### src/rtl/shift_pkg.sv
// Shared encodings for the shift command sequencer: register pin codes,
// command opcodes, FSM state type and default widths.
package shift_pkg;

    localparam int DEF_WIDTH = 8;
    localparam int DEF_CNT_W = 4;

    localparam logic [1:0] DIR_SHL  = 2'b00;
    localparam logic [1:0] DIR_SHR  = 2'b10;
    localparam logic [1:0] DIR_LOAD = 2'b11;
    localparam logic [1:0] DIR_SET7 = 2'b01;

    localparam logic [1:0] OP_SHL  = 2'd0;
    localparam logic [1:0] OP_SHR  = 2'd1;
    localparam logic [1:0] OP_LOAD = 2'd2;
    localparam logic [1:0] OP_SET7 = 2'd3;

    typedef enum logic [1:0] {
        IDLE = 2'd0,
        RUN  = 2'd1,
        FIN  = 2'd2
    } state_t;

    function automatic logic [1:0] op_to_dir(input logic [1:0] op);
        case (op)
            OP_SHL:  return DIR_SHL;
            OP_SHR:  return DIR_SHR;
            OP_LOAD: return DIR_LOAD;
            default: return DIR_SET7;
        endcase
    endfunction

endpackage

### src/rtl/shift_step_cnt.sv
// Loadable step down-counter; load values above WIDTH are clamped to WIDTH
// because more shifts than register bits cannot change the result.
module shift_step_cnt #(
    parameter int WIDTH = 8,
    parameter int CNT_W = 4
) (
    input  logic             clk,
    input  logic             reset,
    input  logic             load,
    input  logic             dec,
    input  logic [CNT_W-1:0] load_val,
    output logic [CNT_W-1:0] count,
    output logic             zero,
    output logic             last
);

    localparam logic [CNT_W-1:0] SAT_VAL = CNT_W'(WIDTH);

    always_ff @(posedge clk or negedge reset) begin
        if (!reset) begin
            count <= '0;
        end else if (load) begin
            count <= (32'(load_val) > 32'(WIDTH)) ? SAT_VAL : load_val;
        end else if (dec && (count != '0)) begin
            count <= count - CNT_W'(1);
        end
    end

    assign zero = (count == '0);
    assign last = (count == CNT_W'(1));

endmodule

### src/rtl/shift_cmd_seq.sv
// Command sequencer driving the shift register pins: one command per
// valid/ready handshake, then per-cycle enables and a done pulse.
module shift_cmd_seq
    import shift_pkg::*;
#(
    parameter int WIDTH = DEF_WIDTH,
    parameter int CNT_W = DEF_CNT_W
) (
    input  logic             clk,
    input  logic             reset,
    input  logic             cmd_valid,
    output logic             cmd_ready,
    input  logic [1:0]       cmd_op,
    input  logic [CNT_W-1:0] cmd_count,
    input  logic [WIDTH-1:0] cmd_data,
    input  logic             flush,
    output logic             busy,
    output logic             done,
    output logic             sr_enable,
    output logic [1:0]       sr_dir,
    output logic [WIDTH-1:0] sr_data,
    output logic [1:0]       fsm_state
);

    // Handshake: a command transfers on a rising edge where cmd_valid and
    // cmd_ready are both 1; the requester holds the command until then.
    state_t           state;
    logic             hs;
    logic             shift_op;
    logic             zero_steps;
    logic [CNT_W-1:0] load_val;
    logic [WIDTH-1:0] pin_data;
    logic [CNT_W-1:0] remaining;
    logic             cnt_zero;
    logic             cnt_last;

    assign cmd_ready  = (state == IDLE);
    assign fsm_state  = state;
    assign hs         = cmd_valid & cmd_ready;
    assign shift_op   = (cmd_op == OP_SHL) || (cmd_op == OP_SHR);
    assign zero_steps = shift_op && (cmd_count == '0);
    assign load_val   = shift_op ? cmd_count : CNT_W'(1);

    always_comb begin
        pin_data = '0;
        case (cmd_op)
            OP_LOAD: pin_data = cmd_data;
            OP_SET7: pin_data = {{(WIDTH-1){1'b0}}, cmd_data[0]};
            default: pin_data = '0;
        endcase
    end

    shift_step_cnt #(
        .WIDTH(WIDTH),
        .CNT_W(CNT_W)
    ) u_step_cnt (
        .clk      (clk),
        .reset    (reset),
        .load     (hs),
        .dec      ((state == RUN) && !flush),
        .load_val (load_val),
        .count    (remaining),
        .zero     (cnt_zero),
        .last     (cnt_last)
    );

    always_ff @(posedge clk or negedge reset) begin
        if (!reset) begin
            state     <= IDLE;
            busy      <= 1'b0;
            done      <= 1'b0;
            sr_enable <= 1'b0;
            sr_dir    <= DIR_SHL;
            sr_data   <= '0;
        end else begin
            done <= 1'b0;
            case (state)
                IDLE: begin
                    if (hs) begin
                        sr_dir  <= op_to_dir(cmd_op);
                        sr_data <= pin_data;
                        busy    <= 1'b1;
                        if (zero_steps) begin
                            state <= FIN;
                            done  <= 1'b1;
                        end else begin
                            state     <= RUN;
                            sr_enable <= 1'b1;
                        end
                    end
                end
                RUN: begin
                    // Flush only stops further steps; already-issued shifts stay.
                    if (flush) begin
                        state     <= IDLE;
                        sr_enable <= 1'b0;
                        busy      <= 1'b0;
                    end else if (cnt_last || cnt_zero) begin
                        state     <= FIN;
                        sr_enable <= 1'b0;
                        done      <= 1'b1;
                    end
                end
                FIN: begin
                    state <= IDLE;
                    busy  <= 1'b0;
                end
                default: begin
                    state     <= IDLE;
                    busy      <= 1'b0;
                    sr_enable <= 1'b0;
                end
            endcase
        end
    end

endmodule

### config.mk
export PLATFORM = sky130hd
export DESIGN_NAME = shift_cmd_seq
export DESIGN_NICKNAME = d
export VERILOG_FILES = /design/src/rtl/shift_pkg.sv /design/src/rtl/shift_step_cnt.sv /design/src/rtl/shift_cmd_seq.sv
export SDC_FILE = /design/constraint.sdc
export NUM_CORES = 1
export LEC_CHECK = 0
export CORE_ASPECT_RATIO = 1.2
export CORE_MARGIN = 4
export CORE_UTILIZATION = 30
export DETAILED_ROUTE_END_ITERATION = 12
export GPL_ROUTABILITY_DRIVEN = 0
export GPL_TIMING_DRIVEN = 0
export PLACE_DENSITY = 0.58
export RECOVER_POWER = 100
export REMOVE_ABC_BUFFERS = 1
export SLEW_MARGIN = 5
export SYNTH_ARGS = -nofsm -noshare
export SYNTH_HDL_FRONTEND = slang
export SYNTH_SLANG_ARGS = --single-unit
export TNS_END_PERCENT = 20
### constraint.sdc
create_clock -name clk -period 2 [get_ports clk]
set_input_delay 0.3 -clock clk [delete_from_list [all_inputs] [get_ports clk]]
set_output_delay 0.3 -clock clk [all_outputs]
set_load 0.05 [all_outputs]
==> results_tabular.tex <==
\begin{tabular}{lr}
\hline
Metric & Value \\
\hline
\multicolumn{2}{l}{\textbf{Power and ir drop}} \\
\quad Part of the power in combinational logic & 56.8\% \\
\quad Pwr Density & about 1400 nW/µm² \\
\quad Portion of total power attributed to the clock network & 10.3\% \\
\quad Internal power & 0.947 mW \\
\quad Proportion of total power due to net switching & about half \\
\quad Peak ir drop on the vdd network & 0.00100 V \\
\quad Leakage power figure & 0.620 nW \\
\quad Switching power summed over all nets & 0.916 mW \\
\quad Flop pwr share & between 30\% and 40\% \\
\multicolumn{2}{l}{\textbf{Finish}} \\
\quad Final antenna diode count & 0 \\
\quad Proportion of layout cells with a drive suffix above 1 & 6.11\% \\
\quad Post-Layout Inst Area & 1350 µm² \\
\quad Area growth, synth to finish & 39.3\% \\
\quad End-of-flow core utilization & 43.9\% \\
\quad Layout Nets & 158 \\
\multicolumn{2}{l}{\textbf{STA}} \\
\quad Setup Skew & 0.00838 ns \\
\quad Total Neg Setup Slack & 0 ns \\
\quad Number of pins exceeding their max-slew limit in the final report & 0 \\
\quad Worst-Margin Slew & 0.844 ns \\
\quad Final min period & roughly 1.9 ns \\
\quad Max transition margin & 43.6\% \\
\quad RSZ-0062 raised after global routing & false \\
\quad Final Hold Viols & 0 \\
\quad Count of final setup violators & 0 \\
\quad Final worst-path cycle share & 93.6\% \\
\quad Fmax & approximately 0.53 GHz \\
\quad PnR worst setup slack & 0.127 ns \\
\multicolumn{2}{l}{\textbf{CTS}} \\
\quad Root buffer cell & sky130\_fd\_sc\_hd\_\_clkbuf\_4 \\
\quad CTS Buf Count & 3 \\
\quad TritonCTS clock tree & yes \\
\quad Clock tree buffer depth & 2 \\
\quad TritonCTS Sinks & 19 \\
\quad Cts repair resizes & 1 \\
\quad Number of buffers added to fix hold violations after cts & 0 \\
\quad Worst-Skew Late Latency & 0.29 ns \\
\quad Deepest level of the CTS H-tree & 1 \\
\quad Post-CTS setup buffer count & 0 \\
\quad Clock transition at the registers of the reported paths & approximately 0.12 ns \\
\multicolumn{2}{l}{\textbf{Worst setup path}} \\
\quad Worst path max stage delay & just under 0.9 ns \\
\quad Required time at the endpoint of the critical path & between 1.5 and 2 ns \\
\quad Worst endpoint data arrival time & around 1.6 ns \\
\quad Critical path endpoint category & primary output \\
\quad Critical path launch point type & flip-flop \\
\quad Crit Path Category & reg -> out \\
\quad Worst Reg2Reg Path Length in Cells & 6 \\
\quad Worst reg2reg path startpoint & u\_step\_cnt.count[1]\$\_DFFE\_PN0P\_ \\
\quad Max stage delay cell, worst path & sky130\_fd\_sc\_hd\_\_dlygate4sd3\_1 \\
\quad Crit path max fanout & 4 \\
\quad Critical path, cell by cell & dlygate4sd3\_1 \\
\quad Cell family contributing the most delay on the critical path & buffers and inverters \\
\quad Worst r2r dst & u\_step\_cnt.count[1]\$\_DFFE\_PN0P\_ \\
\quad Count of buffering cells on the critical path with inverters included & 1 \\
\quad Setup slack of the worst register-to-register path & 0.25 ns \\
\multicolumn{2}{l}{\textbf{Drt}} \\
\quad Detailed-route wire length per cell & 11.8 µm \\
\quad Via total after detailed routing & 764 \\
\quad Via-per-instance ratio & 4.57 \\
\quad DRT iter0 DRCs & 18 \\
\quad DRC viols & 0 \\
\quad Number of nets with antenna violations after routing & 0 \\
\quad Final WL & 1.96 mm \\
\quad Initial DRT Pass Iterations & 4 \\
\multicolumn{2}{l}{\textbf{Run}} \\
\quad Maximum capacitance violations & 0 \\
\multicolumn{2}{l}{\textbf{Min path}} \\
\quad Startpoint of the most critical hold path & sr\_dir[0]\$\_DFFE\_PN0P\_ \\
\quad Cell depth of the worst min-delay path & 2 \\
\quad Worst hold endpoint & sr\_dir[0]\$\_DFFE\_PN0P\_ \\
\quad Worst min path class & reg -> reg \\
\multicolumn{2}{l}{\textbf{Yosys}} \\
\quad Fraction of registers with async set or reset after synthesis & 100\% \\
\quad Top cell types by occurrence after synthesis & 19 x sky130\_fd\_sc\_hd\_\_dfrtp\_1, 18 x sky130\_fd\_sc\_hd\_\_nand2\_1, 12 x sky130\_fd\_sc\_hd\_\_o21ai\_0, 8 x sky130\_fd\_sc\_hd\_\_ha\_1, 6 x sky130\_fd\_sc\_hd\_\_inv\_1 \\
\quad Netlist Area Pre-Place & 971 µm² \\
\quad Synthesis-stage register bit count & 19 \\
\quad Biggest area consumer among synthesized cells & sky130\_fd\_sc\_hd\_\_dfrtp\_1 \\
\quad Commonest register cell after synthesis & sky130\_fd\_sc\_hd\_\_dfrtp\_1 \\
\quad Yosys top cell area share & around half \\
\quad Compound-gate portion of the synthesized area & 14.0\% \\
\quad Total of warnings raised by yosys & 0 \\
\quad Synthesized-area fraction occupied by xor and xnor cells & 2.71\% \\
\quad Unique cell type count in the Yosys netlist & 27 \\
\quad Area share of fa/ha/maj cells after synthesis & 10.3\% \\
\quad Number of enable-type register cells in the synthesized netlist & 0 \\
\quad Simple-gate portion of the synthesized area & 17.3\% \\
\quad Proportion of synthesized chip area in sequential cells & approximately 49\% \\
\quad Combinational family with the most area after synthesis & simple AND/OR/NAND/NOR gates \\
\quad Dominant cell by count in the synthesized netlist & sky130\_fd\_sc\_hd\_\_dfrtp\_1 \\
\quad Mean instance size in the synthesized netlist & around 10 µm² \\
\quad Number of instances in the synthesized netlist & between 90 and 100 \\
\quad Proportion of synthesized area in mux cells & 3.22\% \\
\quad Synth area leaders & sky130\_fd\_sc\_hd\_\_dfrtp\_1 49\%, sky130\_fd\_sc\_hd\_\_ha\_1 10\%, sky130\_fd\_sc\_hd\_\_nand2\_1 7.0\% \\
\multicolumn{2}{l}{\textbf{Place}} \\
\quad DPL Wire Length & $\sim$1.5 mm \\
\quad Worst slack at placement & -0.0404 ns \\
\quad Post-place instance area & 1340 µm² \\
\quad Count of buffers inserted at the top-level ports & 33 \\
\multicolumn{2}{l}{\textbf{Floorplan}} \\
\quad Total die area & $\sim$4200 µm² \\
\quad Number of I/O pins & 34 \\
\quad Die Wd & 59.9 µm \\
\quad Floorplan Core Area & 3080 µm² \\
\quad Effective utilization at floorplan & 31.5\% \\
\quad Number of cell rows & 22 \\
\quad Height of the die & 70.3 µm \\
\multicolumn{2}{l}{\textbf{GRT}} \\
\quad Antenna violations before repair & 0 \\
\quad Maximum number of pins on one net before global-route repair & 29 \\
\quad First-pass GRT wire length & 3.54 mm \\
\quad Overall global routing resource usage & 10.7\% \\
\quad Grt ovf & 0 \\
\quad Vias in the first global route & 791 \\
\multicolumn{2}{l}{\textbf{Outcome}} \\
\quad Run status & complete, no violations \\
\hline
\end{tabular}
[area by class of cell]
cell class	instances	area, µm²
clock buffers	3	22.5
clock inverters	1	5.00
fillers	314	1730
inverters	6	22.5
multi-input cells	69	453
flip-flops and latches	19	475
well taps	36	45.0
repair buffers	33	329
[flip-flops by register name (all words and copies together), names as in the netlist]
register	count
sr_data	8
fsm_state	2
sr_dir	2
busy	1
done	1
u_step_cnt.count	4
sr_enable	1
[cell families (layout without fill, tap and decap cells)]
group,after synthesis,in the layout
xor+xnor,3,3
fa+ha+maj,8,8
mux,3,3
flops,19,19
compound gates,22,22
buf+inv,9,43
simple gates,33,33
[how the worst max path moves through the flow]
stage	startpoint	to	slack, ns	cells past startpoint
finish	fsm_state[0]$_DFFE_PN0P_	fsm_state[0]	0.13	1
global route	cmd_op[0]	sr_enable$_DFFE_PN0P_	0.04	7
CTS	fsm_state[1]$_DFFE_PN0P_	fsm_state[1]	0.11	1
detailed placement	cmd_op[0]	sr_enable$_DFFE_PN0P_	-0.04	7
global placement	cmd_op[0]	sr_enable$_DFFE_PN0P_	-0.02	7
floorplan	fsm_state[1]$_DFFE_PN0P_	sr_dir[1]$_DFFE_PN0P_	-0.36	3
[power by group through the flow]
stage / Clock [mW] / Sequential, mW / Combinational, mW
CTS: 0.203 / 0.621 / 1.13
global placement: 0 / 0.622 / 1.12
floorplan: 0 / 0.995 / 0.395
finish: 0.192 / 0.612 / 1.06
global route: 0.220 / 0.638 / 1.15
detailed placement: 0 / 0.630 / 1.13
[metrics by stage]
step	total power [mW]	hold slack, ns	instances
after detailed placement	1.76	0.469	163
after global placement	1.74	0.462	163
final	1.86	0.482	167
after global routing	2.01	0.526	167
after CTS	1.95	0.498	167
after floorplan	1.39	0.00441	94
[layout by cell type, fill, tap and decap left out]
master                             n
sky130_fd_sc_hd__and2_0            1
sky130_fd_sc_hd__nand2_1          18
sky130_fd_sc_hd__dlygate4sd3_1    15
sky130_fd_sc_hd__a21oi_1           2
sky130_fd_sc_hd__nor3_1            2
sky130_fd_sc_hd__o2bb2ai_1         2
sky130_fd_sc_hd__a22o_2            1
sky130_fd_sc_hd__mux2_2            1
sky130_fd_sc_hd__a22o_1            1
sky130_fd_sc_hd__nor3b_4           1
sky130_fd_sc_hd__clkinv_2          1
sky130_fd_sc_hd__o21bai_1          1
sky130_fd_sc_hd__o31ai_1           1
sky130_fd_sc_hd__clkbuf_4          3
sky130_fd_sc_hd__dlygate4sd2_1     1
sky130_fd_sc_hd__mux2i_1           2
sky130_fd_sc_hd__nor2_1            5
sky130_fd_sc_hd__o21ai_0          12
sky130_fd_sc_hd__xor2_1            1
sky130_fd_sc_hd__o22ai_1           1
sky130_fd_sc_hd__ha_1              8
sky130_fd_sc_hd__or4_1             1
sky130_fd_sc_hd__dfrtp_1          19
sky130_fd_sc_hd__nand3_1           3
sky130_fd_sc_hd__or3b_1            1
sky130_fd_sc_hd__clkdlybuf4s50_1  17
sky130_fd_sc_hd__xnor2_1           2
sky130_fd_sc_hd__a41oi_1           1
sky130_fd_sc_hd__nand2_2           1
sky130_fd_sc_hd__inv_1             6
[layer usage]
layer	wire [µm]	up-vias	track usage [%]
li1	-	397	-
met1	894	348	13.5
met2	936	17	17.9
met3	108	2	2.22
met4	25	0	2.96
met5	0	-	0
Note: power is estimated with default switching activity, not from simulation.
